[src/rtl/pdm_cic_sched.sv]
// PDM clock generation, CIC control sequencing and round-robin output serializer.
// Optional CIC_SCHED_OVF_CNT_EN adds a saturating overflow counter output ovf_cnt.
module pdm_cic_sched #(
  parameter int N_CH     = 4,
  parameter int DATA_W   = 32,
  parameter int CLK_DIV  = 25,
  parameter int DEF_RATE = 64,
  parameter int CH_W     = 2
) (
  input  logic                     clk,
  input  logic                     rst,
  input  logic [15:0]              cfg_rate,
  input  logic                     cfg_we,
  output logic                     cfg_busy,
  output logic                     cfg_err,
  output logic                     pdm_clk,
  input  logic [N_CH-1:0]          pdm_din,
  output logic [N_CH-1:0]          cic_din,
  output logic                     cic_new_data,
  output logic                     cic_clk_en,
  output logic                     cic_rst,
  output logic [15:0]              cic_rate,
  output logic                     cic_rate_we,
  input  logic [N_CH*DATA_W-1:0]   cic_out,
  input  logic [N_CH-1:0]          cic_out_rdy,
  output logic [DATA_W-1:0]        m_data,
  output logic [CH_W-1:0]          m_ch,
  output logic                     m_valid,
  input  logic                     m_ready,
  output logic                     ovf
`ifdef CIC_SCHED_OVF_CNT_EN
  ,
  output logic [15:0]              ovf_cnt
`endif
);

  localparam int DIV_W = (CLK_DIV > 1) ? $clog2(CLK_DIV) : 1;
  localparam logic [CH_W-1:0] RR_RST = CH_W'(N_CH - 1);

  typedef enum logic [1:0] {CRST, LOAD, RUN} state_e;

  state_e                       state_q, state_d;
  logic                         crst_cnt_q, crst_cnt_d;
  logic [DIV_W-1:0]             div_q, div_d;
  logic                         pdm_clk_q, pdm_clk_d;
  logic [N_CH-1:0]              cic_din_q, cic_din_d;
  logic                         new_data_q, new_data_d;
  logic [15:0]                  rate_q, rate_d;
  logic                         cfg_err_q, cfg_err_d;
  logic                         m_valid_q, m_valid_d;
  logic [DATA_W-1:0]            m_data_q, m_data_d;
  logic [CH_W-1:0]              m_ch_q, m_ch_d;
  logic                         ovf_q, ovf_d;
  logic [N_CH-1:0]              pending_q, pending_d;
  logic [N_CH-1:0][DATA_W-1:0]  hold_q, hold_d;
  logic [CH_W-1:0]              rr_q, rr_d;

  logic                         reconf;
  logic                         term;
  logic                         ld;
  logic                         found;
  logic [CH_W-1:0]              sel;
  logic [DATA_W-1:0]            sel_data;
  logic [N_CH-1:0]              pick;
  logic [N_CH-1:0]              unl;
  logic [N_CH-1:0]              cap;
  logic                         ovf_any;

  // Divider and PDM sampling
  always_comb begin
    term       = (div_q == DIV_W'(CLK_DIV - 1));
    div_d      = term ? '0 : div_q + 1'b1;
    pdm_clk_d  = term ? ~pdm_clk_q : pdm_clk_q;
    cic_din_d  = cic_din_q;
    new_data_d = 1'b0;
    if (term && pdm_clk_q) begin
      cic_din_d  = pdm_din;
      new_data_d = (state_q == RUN);
    end
  end

  // Control FSM
  always_comb begin
    state_d     = state_q;
    crst_cnt_d  = crst_cnt_q;
    rate_d      = rate_q;
    cfg_err_d   = 1'b0;
    reconf      = 1'b0;
    cic_rst     = 1'b0;
    cic_rate_we = 1'b0;
    cic_clk_en  = 1'b0;
    cfg_busy    = 1'b1;
    unique case (state_q)
      CRST: begin
        cic_rst    = 1'b1;
        crst_cnt_d = 1'b1;
        if (crst_cnt_q) begin
          state_d    = LOAD;
          crst_cnt_d = 1'b0;
        end
      end
      LOAD: begin
        cic_rate_we = 1'b1;
        state_d     = RUN;
      end
      RUN: begin
        cic_clk_en = 1'b1;
        cfg_busy   = 1'b0;
      end
      default: state_d = CRST;
    endcase
    if (cfg_we) begin
      if (state_q == RUN && cfg_rate >= 16'd4) begin
        reconf     = 1'b1;
        rate_d     = cfg_rate;
        state_d    = CRST;
        crst_cnt_d = 1'b0;
      end else begin
        cfg_err_d = 1'b1;
      end
    end
  end

  // Round-robin pick among pending channels, starting after rr_q
  always_comb begin
    found    = 1'b0;
    sel      = '0;
    sel_data = '0;
    pick     = '0;
    for (int k = 1; k <= N_CH; k++) begin
      for (int j = 0; j < N_CH; j++) begin
        if (!found && pending_q[j] &&
            j == (int'(rr_q) + k) % N_CH) begin
          found    = 1'b1;
          sel      = CH_W'(j);
          sel_data = hold_q[j];
          pick[j]  = 1'b1;
        end
      end
    end
  end

  // Capture, overflow and output register
  always_comb begin
    ld        = !m_valid_q || m_ready;
    unl       = (ld && found) ? pick : '0;
    cap       = (state_q == RUN && !reconf) ? cic_out_rdy : '0;
    hold_d    = hold_q;
    pending_d = pending_q;
    ovf_any   = 1'b0;
    m_valid_d = m_valid_q;
    m_data_d  = m_data_q;
    m_ch_d    = m_ch_q;
    rr_d      = rr_q;
    for (int i = 0; i < N_CH; i++) begin
      if (cap[i]) begin
        hold_d[i]    = cic_out[i*DATA_W +: DATA_W];
        pending_d[i] = 1'b1;
        if (pending_q[i] && !unl[i]) ovf_any = 1'b1;
      end else if (unl[i]) begin
        pending_d[i] = 1'b0;
      end
    end
    if (ld) begin
      m_valid_d = found;
      if (found) begin
        m_data_d = sel_data;
        m_ch_d   = sel;
        rr_d     = sel;
      end
    end
    if (reconf) begin
      pending_d = '0;
      m_valid_d = 1'b0;
      rr_d      = RR_RST;
    end
    ovf_d = ovf_any;
  end

  always_ff @(posedge clk) begin
    if (rst) begin
      state_q    <= CRST;
      crst_cnt_q <= 1'b0;
      div_q      <= '0;
      pdm_clk_q  <= 1'b0;
      cic_din_q  <= '0;
      new_data_q <= 1'b0;
      rate_q     <= 16'(DEF_RATE);
      cfg_err_q  <= 1'b0;
      m_valid_q  <= 1'b0;
      m_data_q   <= '0;
      m_ch_q     <= '0;
      ovf_q      <= 1'b0;
      pending_q  <= '0;
      hold_q     <= '0;
      rr_q       <= RR_RST;
    end else begin
      state_q    <= state_d;
      crst_cnt_q <= crst_cnt_d;
      div_q      <= div_d;
      pdm_clk_q  <= pdm_clk_d;
      cic_din_q  <= cic_din_d;
      new_data_q <= new_data_d;
      rate_q     <= rate_d;
      cfg_err_q  <= cfg_err_d;
      m_valid_q  <= m_valid_d;
      m_data_q   <= m_data_d;
      m_ch_q     <= m_ch_d;
      ovf_q      <= ovf_d;
      pending_q  <= pending_d;
      hold_q     <= hold_d;
      rr_q       <= rr_d;
    end
  end

`ifdef CIC_SCHED_OVF_CNT_EN
  logic [15:0] ovf_cnt_q, ovf_cnt_d;

  // Survives internal CRST entries; only rst or an accepted reconfig clear it
  always_comb begin
    ovf_cnt_d = ovf_cnt_q;
    if (reconf) ovf_cnt_d = '0;
    else if (ovf_d && ovf_cnt_q != 16'hFFFF) ovf_cnt_d = ovf_cnt_q + 16'd1;
  end

  always_ff @(posedge clk) begin
    if (rst) ovf_cnt_q <= '0;
    else     ovf_cnt_q <= ovf_cnt_d;
  end

  assign ovf_cnt = ovf_cnt_q;
`endif

  assign pdm_clk      = pdm_clk_q;
  assign cic_din      = cic_din_q;
  assign cic_new_data = new_data_q;
  assign cic_rate     = rate_q;
  assign cfg_err      = cfg_err_q;
  assign m_valid      = m_valid_q;
  assign m_data       = m_data_q;
  assign m_ch         = m_ch_q;
  assign ovf          = ovf_q;

endmodule

[config.mk]
export PLATFORM = sky130hd
export DESIGN_NAME = pdm_cic_sched
export DESIGN_NICKNAME = d
export VERILOG_FILES = /design/src/rtl/pdm_cic_sched.sv
export SDC_FILE = /design/constraint.sdc
export NUM_CORES = 1
export LEC_CHECK = 0
export CORE_ASPECT_RATIO = 0.5
export CORE_MARGIN = 2
export CORE_UTILIZATION = 45
export DETAILED_ROUTE_END_ITERATION = 6
export PLACE_DENSITY = 0.72
export SKIP_CTS_REPAIR_TIMING = 1
export SLEW_MARGIN = 20
export SYNTH_ARGS = -nofsm -noshare
export SYNTH_HDL_FRONTEND = slang
export SYNTH_SLANG_ARGS = --single-unit
[constraint.sdc]
create_clock -name clk -period 2.4 [get_ports clk]
set_input_delay 0.36 -clock clk [delete_from_list [all_inputs] [get_ports clk]]
set_output_delay 0.36 -clock clk [all_outputs]
set_load 0.01 [all_outputs]
# --- Word-level counts from Yosys, hierarchy flattened ---
# Cells that the tools add are included.
totals:
  reg_bits: 201
  input_bits: 156
  wordCells: 224
  output_inout_bits: 63
classes:
  eq_ne: 15
  order_cmp: 1
  n_mux: 95
  bitwise_logic: 7
  reduce_logical: 80
  n_addsub: 5
op_table:
  columns: ["op", "count"]
  rows:
  - ["$mux 32", 16]
  - ["$logic_not 32->1", 4]
  - ["$mux 1", 59]
  - ["$logic_and 1x1->1", 39]
  - ["$mux 2", 17]
  - ["$eq 3x3->1 const A", 8]
  - ["$logic_not 1->1", 21]
  - ["$ge 16x3->1 const B", 1]
  - ["$reduce_or 2->1", 8]
  - ["$eq 2x3->1 const A", 4]
  - ["$mux 4", 2]
  - ["$reduce_bool 2->1", 4]
  - ["$pmux 2 s3", 1]
  - ["$add 5x1->5 const B", 1]
  - ["$eq 5x5->1 const B", 1]
  - ["$add 2x1->2 const B", 2]
  - ["$add 2x2->2 const B", 2]
  - ["$and 1x1->1 const A", 4]
  - ["$reduce_and 2->1", 2]
  - ["$not 1->1", 3]
  - ["$eq 2x1->1 const B", 1]
  - ["$eq 2x2->1 const B", 1]
  - ["$logic_not 2->1", 1]
  - ["$logic_or 1x1->1", 1]

# --- Logic depth before layout (Yosys ltp) ---
logic_depth:
  depth_word: 78
  depth_mapped: 10
  ltp_nobuf: 7

# --- Worst setup path before layout ---
# OpenSTA, ideal clock, no wires.
synth_path:
  path_kind: "register to register"
  from: "register pending_q[2]"
  to: "register m_data_q[6] (netlist: m_data[6])"
  t_required_ns: 2.269
  path_slack_ns: 0.557
  path_stages_with_launch: 9
  arrival_time_ns: 1.712
  period_less_slack_ns: 1.843
  cell_sequence: "dfxtp_1 and4bb_2 or2_1 clkbuf_2 buf_2 a221oi_1 a31oi_1 nor2_1 nor3_1"
synth_via:
  elab_chain_len: 56
  word_cells_on_any_way: 70
  classes_between: "mux: 28; reduce/logical: 42"
synth_rtl:
  columns: ["element", "line_no", "text"]
  rows:
  - ["start: declaration", "54", "logic [N_CH-1:0] pending_q, pending_d;"]
  - ["start signal: assignment", "210", "pending_q <= pending_d;"]
  - ["$logic_and 1x1->1 (2 in a row)", "132", "if (!found && pending_q[j] &&"]
  - ["$mux 1", "132", null]
  - ["$logic_not 1->1", "132", null]
  - ["$logic_and 1x1->1 (2 in a row)", "132", null]
  - ["$mux 1", "132", null]
  - ["$logic_not 1->1", "132", null]
  - ["$logic_and 1x1->1 (2 in a row)", "132", null]
  - ["$mux 1", "132", null]
  - ["[35 not listed]", null, null]
  - ["$mux 1", "132", null]
  - ["$logic_not 1->1", "132", null]
  - ["$logic_and 1x1->1 (2 in a row)", "132", null]
  - ["$mux 1", "132", null]
  - ["$logic_not 1->1", "132", null]
  - ["$logic_and 1x1->1 (2 in a row)", "132", null]
  - ["$mux 1", "132", null]
  - ["$reduce_and 2->1 (no source line)", null, null]
  - ["end signal: assignment", "207", "m_data_q <= m_data_d;"]
  - ["end: declaration", "51", "logic [DATA_W-1:0] m_data_q, m_data_d;"]
# Parallel ways exist; a longest one is shown, timed or not.
# A chain may end at the register's enable or synchronous reset.

# --- Final worst setup path ---
layout_path:
  from: "register pending_q[0]"
  to: "register ovf_q (netlist: ovf)"
layout_via:
  elab_chain_len: 74
  word_cells_on_any_way: 95
  classes_between: "mux: 40; reduce/logical: 55"
layout_rtl:
  columns: ["element", "line_no", "text"]
  rows:
  - ["$logic_and 1x1->1", "132", null]
  - ["$mux 1", "132", null]
  - ["$logic_not 1->1", "132", null]
  - ["$logic_and 1x1->1 (2 in a row)", "132", null]
  - ["$mux 1", "132", null]
  - ["$logic_not 1->1", "132", null]
  - ["$logic_and 1x1->1 (2 in a row)", "132", null]
  - ["$mux 1", "132", null]
  - ["[56 not listed]", null, null]
  - ["$mux 1", "159", "if (pending_q[i] && !unl[i]) ovf_any = 1'b1;"]
  - ["$mux 1", "156", "if (cap[i]) begin"]
  - ["$mux 1", "159", null]
  - ["$mux 1", "156", null]
  - ["$mux 1", "159", null]
  - ["$mux 1", "156", null]
  - ["$mux 1", "159", null]
  - ["$mux 1 (*)", "156", null]
  - ["end signal: assignment", "209", "ovf_q <= ovf_d;"]
  - ["end: declaration", "53", "logic ovf_q, ovf_d;"]
# Every way passes the cells marked *; elsewhere a longest branch is shown, timed or not.

==> results.yml <==
sta:
  rsz0062_at_grt: "no"
  hold_viol: 0
  fmax_mhz: 435
  finalSetupTns_ps: 0
  skew_ps: 13.5
  tightest_slew_ps: 682
  fin_crit_ps: 2300
  setup_violations: 0
  setup_ws_ps: 104
  maxSlewHeadroom_pct: 54.4
  drv_slew: 0
  finalCritPeriodShare_pct: 95.7
place:
  post-place-ws_ps: -88.6
  dp_hpwl_um: 32600
  io_buffers: 218
  place.gp.congestion: 1.01
run_status:
  violations: "design-rule violations"
  outcome: "finished, violations left"
yosys:
  yosys.area.top_type: "dfxtp_1"
  syn_inst: 1425
  yosys_warnings: 0
  yosysSeqAreaShare_pct: 38.0
  syn_nets: 1587
  ys_types: 70
  ys_ff_latch: 201
  synth_top_area_share_pct: 38.0
  synth_area_per_cell_sq_um: 7.43
  netlist_area_sq_um: 10600
  synth_edf_count: 0
  synth_area_leaders: "dfxtp_1 (38%), nand2_1 (13%), a21oi_1 (10%)"
  async_reset_ff_share_pct: 0
  synthFlopType: "dfxtp_1"
global_route:
  antenna_found_initial: 1
  grt.overflow.total: 0
  grt.total_usage_pct: 36.5
  grt_pass1_wl_um: 71300
  grt_pass1_vias: 12198
  grt_max_degree: 98
min_path:
  hold_class: "input port to register"
setup_path:
  start_kind: "register"
  crit_required_ps: 2800
  cp_slowest_cell: "o211a_1"
  crit_chain: "buf_4, nor2_1, o211a_1, o21ai_0, and2_1, a2bb2oi_1, a21oi_1"
  path_max_fanout: 17
  cp_data_arrival_time_ps: 2700
  cp_slowest_stage_delay_ps: 540
  path_buf_inv: 1
  crit_type: "register to register"
  cpLargestDelayFamily: "compound AO/OA/AOI/OAI gates"
  end_kind: "register"
route:
  ant_nets: 0
  routed_via_density: 6.34
  routed_wl_um: 46100
  route.vias.total: 12570
  drt_iter0_drc: 1728
  first_pass_iters: 7
  drc: 38
  wl_per_cell_um: 23.2
clock_network:
  clockRootBuffer: "clkbuf_16"
  cts.htree.levels: 1
  insertion_delay_ps: 520
  clock-sinks: 201
  clockBufferDepth: 3
  clkSlewWorstSetupHoldPaths_ps: 60
  cts_tree: "yes"
  cts_buffers: 20
finish:
  drive_gt1_share_pct: 10.9
  final_util_pct: 62.7
  nets: 1823
  area_growth_pct: 35.8
floorplan:
  dieArea_sq_um: 24800
  fp.dieH_um: 112
  io_pins: 219
  start_util_pct: 46.2
  core-area_sq_um: 22900
  rows: 39
  dieWidth_um: 221
pwr:
  leakage_nw: 5.03
  irDropWorstVdd_mv: 0.615
  p_per_area_nw_per_um2: 909
flow_run:
  maxCapViolCount: 0
==> path summary, 6_finish.rpt <==
| check | startpoint | to | slack, ps | cells after the start |
|---|---|---|---|---|
| min reg2reg | cic_rate[8]$_SDFFE_PP0P_ | cic_rate[8]$_SDFFE_PP0P_ | 460 | 2 |
| max | pending_q[0]$_SDFFE_PP0P_ | ovf$_SDFF_PP0_ | 100 | 7 |
| min | rst | ovf$_SDFF_PP0_ | 170 | 2 |
| max reg2reg | pending_q[0]$_SDFFE_PP0P_ | ovf$_SDFF_PP0_ | 100 | 7 |
==> flip-flops by register name (all words and copies together), names as in the netlist, 2 cells and up <==
name,flops
m_ch,2
div_q,5
hold_q,128
state_q,2
cic_rate,16
cic_din,4
pending_q,4
m_data,32
rr_q,2
==> power by group <==
group,internal [mW],switching [mW]
registers,3.83,0.542
clock network,1.77,1.42
logic,2.28,3.23
==> synthesized netlist by cell type, types with 7 or more instances <==
library cell,count
o21ai_0,55
nor3_1,22
buf_2,57
o211ai_1,24
o221ai_1,14
clkbuf_1,54
nand2_1,364
o311a_1,7
nor2_1,72
a22oi_1,31
a221oi_1,16
nand3_1,36
a31oi_1,12
nand2b_1,11
a211oi_1,7
a32oi_1,12
dfxtp_1,201
inv_1,10
a222oi_1,20
nor4_1,11
nor4_2,7
nand3b_1,9
a21oi_1,211
and3_1,17
o21a_1,7
o22ai_1,34
and3b_1,8
==> kinds of logic after synthesis <==
| logic type | synth area share [%] |
|---|---|
| buffers and inverters | 5.83 |
| muxes | 0.378 |
| DFF | 38.0 |
| adders and majority gates | 0.709 |
| xor gates and xnor gates | 0.414 |
| AOI/OAI and AO/OA | 29.2 |
| and+or+nand+nor | 25.4 |
==> final cells by class <==
cell class              instances  area, sq um
diodes                          2         5.00
clock buffers                  25          561
clock inverters                10         85.1
fillers                      2067         8560
inverters                      11         41.3
multi-input cells            1089         5970
flip-flops and latches        201         4030
well taps                     307          384
repair buffers                338         3290
==> metal layers <==
layer	routed length, um	share of wire, %	up-vias	global-route usage (%)
li1	-	-	5658	-
met1	19900	43	5958	51.2
met2	19900	43	826	56.9
met3	5050	11	128	7.85
met4	1200	2.6	0	9.66
met5	0	0	-	0
==> per-stage QoR <==
step | hold slack, ps | cells | area (sq um) | total power, mW
floorplan | 430 | 1425 | 10600 | 7.15
global placement | 442 | 1946 | 13700 | 9.66
detailed placement | 452 | 1946 | 13700 | 9.76
CTS | 160 | 1981 | 14400 | 12.9
global route | 152 | 1981 | 14400 | 13.7
finish | 166 | 1983 | 14400 | 13.1
==> cell usage in the layout (no fill, tap or decap), types with 9 or more instances in the layout <==
cell             count
a21oi_1            211
a221oi_1            16
a222oi_1            20
a22oi_1             31
a31oi_1             12
a32oi_1             12
and3_1              17
buf_12              17
buf_4              104
clkbuf_16           21
clkdlybuf4s50_1    217
dfxtp_1            197
inv_1               10
nand2_1            364
nand2b_1            11
nand3_1             36
nand3b_1             9
nor2_1              71
nor3_1              22
nor4_1              11
o211ai_1            24
o21ai_0             55
o221ai_1            14
o22ai_1             34
Power figures use the tool's default switching activity.
